<file path="src/rtl/dac_2comp_out.sv">
// ---------------------------------------------------------------------------
// dac_2comp_out
//
// Output-side conversion for the two DAC channels. Each signed
// two's-complement sample from the processing core goes through three steps:
// it is saturated to the DAC width and clamped to the programmable limits,
// then slew-rate limited, and finally encoded into the DAC's inverted-offset
// code. In that code two's-complement 0 maps to midscale.
//
// Ports:
//   clk          system clock
//   rst          asynchronous reset, active low
//   dac_a_i      channel A sample, signed, in_bits wide
//   dac_b_i      channel B sample, signed, in_bits wide
//   valid_i      qualifies dac_a_i/dac_b_i, one sample per high cycle
//   en_i         output enable; low ramps both channels to 0
//   hi_lim       signed upper clamp shared by both channels
//   lo_lim       signed lower clamp shared by both channels (wins over hi_lim)
//   slew_step    unsigned max change per clock, 0 disables slew limiting
//   sat_clr_i    clears the sticky saturation flags
//   dac_a_o      channel A DAC code
//   dac_b_o      channel B DAC code
//   valid_o      valid_i delayed three clocks
//   sat_a_o      sticky: a channel A sample was clipped
//   sat_b_o      sticky: a channel B sample was clipped
//   ramp_busy_o  a channel is still slewing toward its target
// ---------------------------------------------------------------------------
module dac_2comp_out #(
    parameter int in_bits = 16,
    parameter int bits    = 14
) (
    input  logic                 clk,
    input  logic                 rst,
    input  logic [in_bits-1:0]   dac_a_i,
    input  logic [in_bits-1:0]   dac_b_i,
    input  logic                 valid_i,
    input  logic                 en_i,
    input  logic [bits-1:0]      hi_lim,
    input  logic [bits-1:0]      lo_lim,
    input  logic [bits-1:0]      slew_step,
    input  logic                 sat_clr_i,
    output logic [bits-1:0]      dac_a_o,
    output logic [bits-1:0]      dac_b_o,
    output logic                 valid_o,
    output logic                 sat_a_o,
    output logic                 sat_b_o,
    output logic                 ramp_busy_o
);

    localparam logic signed [in_bits-1:0] SAT_HI = in_bits'((2 ** (bits - 1)) - 1);
    localparam logic signed [in_bits-1:0] SAT_LO = in_bits'(-(2 ** (bits - 1)));
    localparam logic [bits-1:0]           MIDSCALE = {1'b0, {(bits - 1){1'b1}}};

    logic signed [bits-1:0] tgt_a;
    logic signed [bits-1:0] tgt_b;
    logic signed [bits-1:0] cur_a;
    logic signed [bits-1:0] cur_b;
    logic [bits:0]          clamp_a;
    logic [bits:0]          clamp_b;
    logic signed [bits-1:0] next_a;
    logic signed [bits-1:0] next_b;
    logic [2:0]             valid_pipe;

    // Saturate to the DAC range, then apply hi_lim, then lo_lim. Applying
    // lo_lim last is what makes it win when the limits are crossed.
    // Returns {clipped, value}.
    function automatic logic [bits:0] clamp_word(
        input logic [in_bits-1:0] x,
        input logic [bits-1:0]    hi,
        input logic [bits-1:0]    lo
    );
        logic signed [in_bits-1:0] s;
        logic signed [in_bits-1:0] hi_w;
        logic signed [in_bits-1:0] lo_w;
        logic                      clip;
        s    = $signed(x);
        hi_w = in_bits'($signed(hi));
        lo_w = in_bits'($signed(lo));
        clip = 1'b0;
        if (s > SAT_HI) begin
            s    = SAT_HI;
            clip = 1'b1;
        end else if (s < SAT_LO) begin
            s    = SAT_LO;
            clip = 1'b1;
        end
        if (s > hi_w) begin
            s    = hi_w;
            clip = 1'b1;
        end
        if (s < lo_w) begin
            s    = lo_w;
            clip = 1'b1;
        end
        return {clip, s[bits-1:0]};
    endfunction

    // One slew step toward the target. The difference needs bits+1 bits
    // because target and current can sit at opposite ends of the range.
    // A partial step always lands between cur and tgt, so it cannot overflow.
    function automatic logic signed [bits-1:0] slew_next(
        input logic signed [bits-1:0] cur,
        input logic signed [bits-1:0] tgt,
        input logic [bits-1:0]        step
    );
        logic signed [bits:0] cur_w;
        logic signed [bits:0] diff;
        logic signed [bits:0] mag;
        logic signed [bits:0] step_w;
        logic signed [bits:0] res;
        cur_w  = {cur[bits-1], cur};
        diff   = {tgt[bits-1], tgt} - cur_w;
        mag    = (diff < 0) ? -diff : diff;
        step_w = {1'b0, step};
        if (step == '0 || mag <= step_w) begin
            res = {tgt[bits-1], tgt};
        end else if (diff < 0) begin
            res = cur_w - step_w;
        end else begin
            res = cur_w + step_w;
        end
        return res[bits-1:0];
    endfunction

    assign clamp_a = clamp_word(dac_a_i, hi_lim, lo_lim);
    assign clamp_b = clamp_word(dac_b_i, hi_lim, lo_lim);
    assign next_a  = slew_next(cur_a, tgt_a, slew_step);
    assign next_b  = slew_next(cur_b, tgt_b, slew_step);

    // Stage 1: the target registers. Disabling the output forces both
    // targets to 0, so the slew stage ramps down gracefully.
    always_ff @(posedge clk or negedge rst) begin
        if (!rst) begin
            tgt_a <= '0;
            tgt_b <= '0;
        end else if (!en_i) begin
            tgt_a <= '0;
            tgt_b <= '0;
        end else if (valid_i) begin
            tgt_a <= clamp_a[bits-1:0];
            tgt_b <= clamp_b[bits-1:0];
        end
    end

    // Sticky clip flags. A new clip takes priority over a clear in the
    // same cycle so that the event is never lost.
    always_ff @(posedge clk or negedge rst) begin
        if (!rst) begin
            sat_a_o <= 1'b0;
            sat_b_o <= 1'b0;
        end else begin
            if (en_i && valid_i && clamp_a[bits]) begin
                sat_a_o <= 1'b1;
            end else if (sat_clr_i) begin
                sat_a_o <= 1'b0;
            end
            if (en_i && valid_i && clamp_b[bits]) begin
                sat_b_o <= 1'b1;
            end else if (sat_clr_i) begin
                sat_b_o <= 1'b0;
            end
        end
    end

    // Stage 2: the slew-limited current values, plus a busy flag reflecting
    // whether either channel had not yet reached its target.
    always_ff @(posedge clk or negedge rst) begin
        if (!rst) begin
            cur_a       <= '0;
            cur_b       <= '0;
            ramp_busy_o <= 1'b0;
        end else begin
            cur_a       <= next_a;
            cur_b       <= next_b;
            ramp_busy_o <= (cur_a != tgt_a) || (cur_b != tgt_b);
        end
    end

    // Stage 3: inverted-offset encoding. The sign bit is kept and the rest
    // is inverted, so 0 becomes midscale. This is also the reset code.
    always_ff @(posedge clk or negedge rst) begin
        if (!rst) begin
            dac_a_o    <= MIDSCALE;
            dac_b_o    <= MIDSCALE;
            valid_pipe <= '0;
        end else begin
            dac_a_o    <= {cur_a[bits-1], ~cur_a[bits-2:0]};
            dac_b_o    <= {cur_b[bits-1], ~cur_b[bits-2:0]};
            valid_pipe <= {valid_pipe[1:0], valid_i};
        end
    end

    assign valid_o = valid_pipe[2];

endmodule

</file>
<file path="config.mk">
export PLATFORM = sky130hd
export DESIGN_NAME = dac_2comp_out
export DESIGN_NICKNAME = d
export VERILOG_FILES = /design/src/rtl/dac_2comp_out.sv
export SDC_FILE = /design/constraint.sdc
export NUM_CORES = 1
export LEC_CHECK = 0
export ABC_CLOCK_PERIOD_IN_PS = 11250
export CAP_MARGIN = 20
export CORE_MARGIN = 3
export CORE_UTILIZATION = 50
export DETAILED_ROUTE_END_ITERATION = 8
export PLACE_DENSITY = 0.78
export SLEW_MARGIN = 20
export SYNTH_ARGS = -nofsm -noshare
export SYNTH_HDL_FRONTEND = slang
export SYNTH_SLANG_ARGS = --single-unit
</file>
<file path="constraint.sdc">
create_clock -name clk -period 11.25 [get_ports clk]
set_input_delay 2.25 -clock clk [delete_from_list [all_inputs] [get_ports clk]]
set_output_delay 2.25 -clock clk [all_outputs]
set_load 0.01 [all_outputs]
</file>
==> run summary <==
In the layout the commonest cells are sky130_fd_sc_hd__ha_1, sky130_fd_sc_hd__inv_1, sky130_fd_sc_hd__o21ai_0. At the worst endpoint, the required time is 11.52 ns. A synthesized cell averages 8.51 sq um. Of all nets on the critical path, the largest fanout is 22.

Post-CTS repair changed the size of 0 cells. Hold repair after CTS inserted 0 buffers. The tools report the reg-to-reg critical path endpoint as cur_b[13]. Standard cell with the maximum stage delay on the critical path: sky130_fd_sc_hd__a21oi_1.

The run finished with clean final reports. The logs give 5.46 ns for the register-to-register setup slack and 8980 for the number of vias after detailed routing. The final cycle utilization of the critical path was 0.732; the number of buffers created by CTS was 9. The die is 146 um wide. Once the clock tree was built, the setup fixing pass inserted 0 buffers. When the netlist entered floorplanning its net count stood at 1389.

Setup violations remaining at the end of the flow were counted as 0. Yosys printed 0 warnings. Highest clock rate: 121 MHz. The tool flagged a number of max-cap violations equal to 0. The design draws 4.10 mW. The run gives 0.517 as the initial core utilization. For the finished layout, the period the worst path requires is 8.23 ns. The max-slew headroom at the worst pin was 0.351. The tools report the DRC violation total after the first TritonRoute iteration as 546. For the worst slack after detailed placement, the log shows 2.76 ns. From synthesis to final layout, the design area changed by 16.2%. Summing all placed instances gives a cell area of 11100 sq um. The fraction of registers with async set/reset is 1.00, and the arrival time reported for the critical path endpoint is 8.50 ns. At the end of the flow, the number of nets in the layout was 1479. Setup repair after global routing left no endpoint under its margin. The gate count of the mapped netlist is 1157. The main flop type after synthesis was sky130_fd_sc_hd__dfrtp_1. Counting along the longest clock path gives a buffer depth of 2. Number of port buffers: 110. The tools report the launching point of the worst reg2reg path as tgt_b[0].

The power density over cell area is 358 nW/um^2. Worst-case hold path end point: valid_pipe[2]. The total negative slack is 0 ns. For the worst flop-to-flop path, the logic depth is 21. Measured along the y axis, the die boundary spans 146 um. The flip-flop and latch count after synthesis was 90. CTS built an H-tree with a depth of 3.

The initialized floorplan defines 50 standard-cell rows. The final-report max-slew violation count came out at 0. The final layout contains routed wiring with a total length of 28.9 mm. Hold is met by 0.352 ns. Maximum cell stage delay along the critical path: 0.73 ns.

Routability-driven placement finished with a final weighted congestion of 0.958. The tools report the part of the power in combinational logic as 0.799. The startpoint type of the worst setup path was a primary input.

The run gives 46.2 mm as the first-pass GRT wire length. Average wire length per cell after detail routing: 19.1 um. The filler cells instantiated in the layout total 1705. The per-cell via count in the routed design is 5.94, and the hold violation total from the final report is 0. The number of DRC violations after detailed routing was 0; the number of distinct standard cells referenced by the synthesized netlist was 67.

Internal power comes to 2.16 mW. The most common cell after layout, fill and taps aside is sky130_fd_sc_hd__ha_1. In this run the clock root is driven by a sky130_fd_sc_hd__clkbuf_16. The tools report the insertion delay to the later sink of the worst-skew pair as 0.35 ns. For this design the static power due to leakage is 5.32 nW.

The hold-critical path depth was 0. For this design the total switching power over the nets is 1.93 mW. The run gives 19000 sq um as the core box area. For the worst-case clock skew, the log shows 0.00939 ns. The logs give 23.5 mm for the post-DP HPWL and 0 for the total congestion overflow after global routing. Kind of path behind the tightest hold check: reg -> reg. Yosys mapped a number of flops with a built-in enable equal to 0. The die covers 21400 sq um.

The fraction of layout cells with a size suffix above 1 is 0.0966. For the part of the power in the clock network, the log shows 0.071. The setup path with the least slack is of type in -> reg. The worst hold path begins at valid_pipe[1]. The global routing usage summed across all routing layers came out at 0.269. VDD sags by at most 0.220 mV. The sequential group share of total power is 0.130, and the switching part of the total power is 0.472. The transition at the pin with the smallest max-transition slack is 0.971 ns, and the number of top-level design ports is 111.

For the remaining antenna violation count after routing, the log shows 0. Post-layout worst setup margin: 3.02 ns. TritonCTS built the clock tree. The element type at the critical path end is a register. The sequential cell area fraction in the yosys report was 0.232; the initial antenna violation count was 0.

Counting every sink on the clock net gives 90. The number of optimization iterations in the first detailed-route pass was 5. Walking the worst path, the cells encountered are clkdlybuf4s50_1, nand3_1, ha_1, o21ai_0, ha_1, nand4_1, o41ai_1, a41o_1, o21a_1, mux2_2, ha_1, a21o_1, a21o_1, a21o_1, a21o_1, a21oi_1, o2111ai_1, a21oi_1, o221ai_1, a31oi_1. The tools report the maximum number of pins on one net before global-route repair as 72. The cell repeated most along the worst path is sky130_fd_sc_hd__a21o_1. The run gives 9840 sq um as the post-synthesis cell area.

The finished cells cover 11400 sq um. Clock-pin slew was measured on the worst setup and hold paths at 0.07 ns. The number of diodes is 0, and the number of global-route vias before repair is 8842.
## Yosys cell counts (8+ instances only)
library cell / count / area [sq um]
sky130_fd_sc_hd__dfstp_2: 26 / 683
sky130_fd_sc_hd__mux2_4: 8 / 120
sky130_fd_sc_hd__nor2_1: 64 / 240
sky130_fd_sc_hd__xnor2_1: 69 / 604
sky130_fd_sc_hd__nand4_1: 18 / 113
sky130_fd_sc_hd__o21ai_0: 123 / 616
sky130_fd_sc_hd__a31oi_1: 34 / 213
sky130_fd_sc_hd__or3b_2: 13 / 114
sky130_fd_sc_hd__inv_1: 129 / 484
sky130_fd_sc_hd__dfrtp_1: 64 / 1600
sky130_fd_sc_hd__clkbuf_1: 30 / 113
sky130_fd_sc_hd__xor2_1: 23 / 201
sky130_fd_sc_hd__a21oi_1: 56 / 280
sky130_fd_sc_hd__nand2b_1: 9 / 56.3
sky130_fd_sc_hd__nand2_1: 47 / 176
sky130_fd_sc_hd__nor3_1: 20 / 100
sky130_fd_sc_hd__nor2b_1: 19 / 119
sky130_fd_sc_hd__a21o_1: 33 / 248
sky130_fd_sc_hd__nand3_1: 32 / 160
sky130_fd_sc_hd__mux2_2: 41 / 462
sky130_fd_sc_hd__ha_1: 149 / 1860
sky130_fd_sc_hd__o21a_1: 22 / 165
## sequential cells by signal, indices dropped and copies added, names as in the netlist
| name | flops |
|---|---|
| sat_b_o | 1 |
| valid_pipe | 3 |
| cur_b | 14 |
| ramp_busy_o | 1 |
| dac_b_o | 14 |
| sat_a_o | 1 |
| tgt_a | 14 |
| dac_a_o | 14 |
| tgt_b | 14 |
| cur_a | 14 |
## power by group through the flow
| stage | clock (mW) | combinational, mW | sequential [mW] |
|---|---|---|---|
| finish | 0.290 | 3.27 | 0.533 |
| global route | 0.307 | 3.59 | 0.546 |
| CTS | 0.296 | 3.24 | 0.533 |
| detailed placement | 0 | 3.21 | 0.538 |
| global placement | 0 | 3.12 | 0.533 |
| floorplan | 0 | 2.52 | 0.547 |
## worst max path at each step
| stage | end | from | slack (ns) |
|---|---|---|---|
| after floorplan | tgt_a[10] | dac_a_i[13] | 4.16 |
| after global placement | tgt_a[11] | dac_a_i[14] | 2.68 |
| after detailed placement | tgt_b[0] | dac_b_i[15] | 2.76 |
| after CTS | tgt_b[0] | dac_b_i[15] | 3.11 |
| after global routing | tgt_b[0] | dac_b_i[15] | 2.57 |
| final | tgt_b[0] | dac_b_i[15] | 3.02 |
## per-stage QoR
stage           util  cells
5_1_grt        0.601   1512
3_3_place_gp   0.586   1495
3_5_place_dp   0.586   1496
2_1_floorplan      -   1157
6_report       0.601   1512
4_1_cts        0.601   1512
## logic make-up after synthesis
group | share of synthesized area
compound gates | 0.214
xor+xnor | 0.0819
fa+ha+maj | 0.198
buf+inv | 0.0652
flops | 0.232
mux | 0.0662
simple gates | 0.143
## cell type report
class / instances / area (sq um) / area share
inverters: 129 / 484 / 0.0424
repair buffers: 116 / 1140 / 0.0998
clock buffers: 11 / 243 / 0.0212
multi-input cells: 901 / 6910 / 0.605
flip-flops and latches: 90 / 2280 / 0.200
clock inverters: 5 / 38.8 / 0.00339
well taps: 260 / 325 / 0.0285
## critical path: cells and delay by family
| kind | cells | cell delay, ns |
|---|---|---|
| fa+ha+maj | 3 | 1.19 |
| buf+inv | 1 | 0.56 |
| compound gates | 13 | 3.77 |
| mux | 1 | 0.45 |
| simple gates | 2 | 0.27 |
## layer usage
layer  track usage  vias to the layer above  part of all wire
met5             0                        -                 0
met4         0.118                        0             0.042
met3        0.0435                       64             0.056
met2         0.431                      298              0.45
met1         0.359                     4279              0.45
li1              -                     4339                 -
No activity file was read; power rests on OpenSTA's default activity.
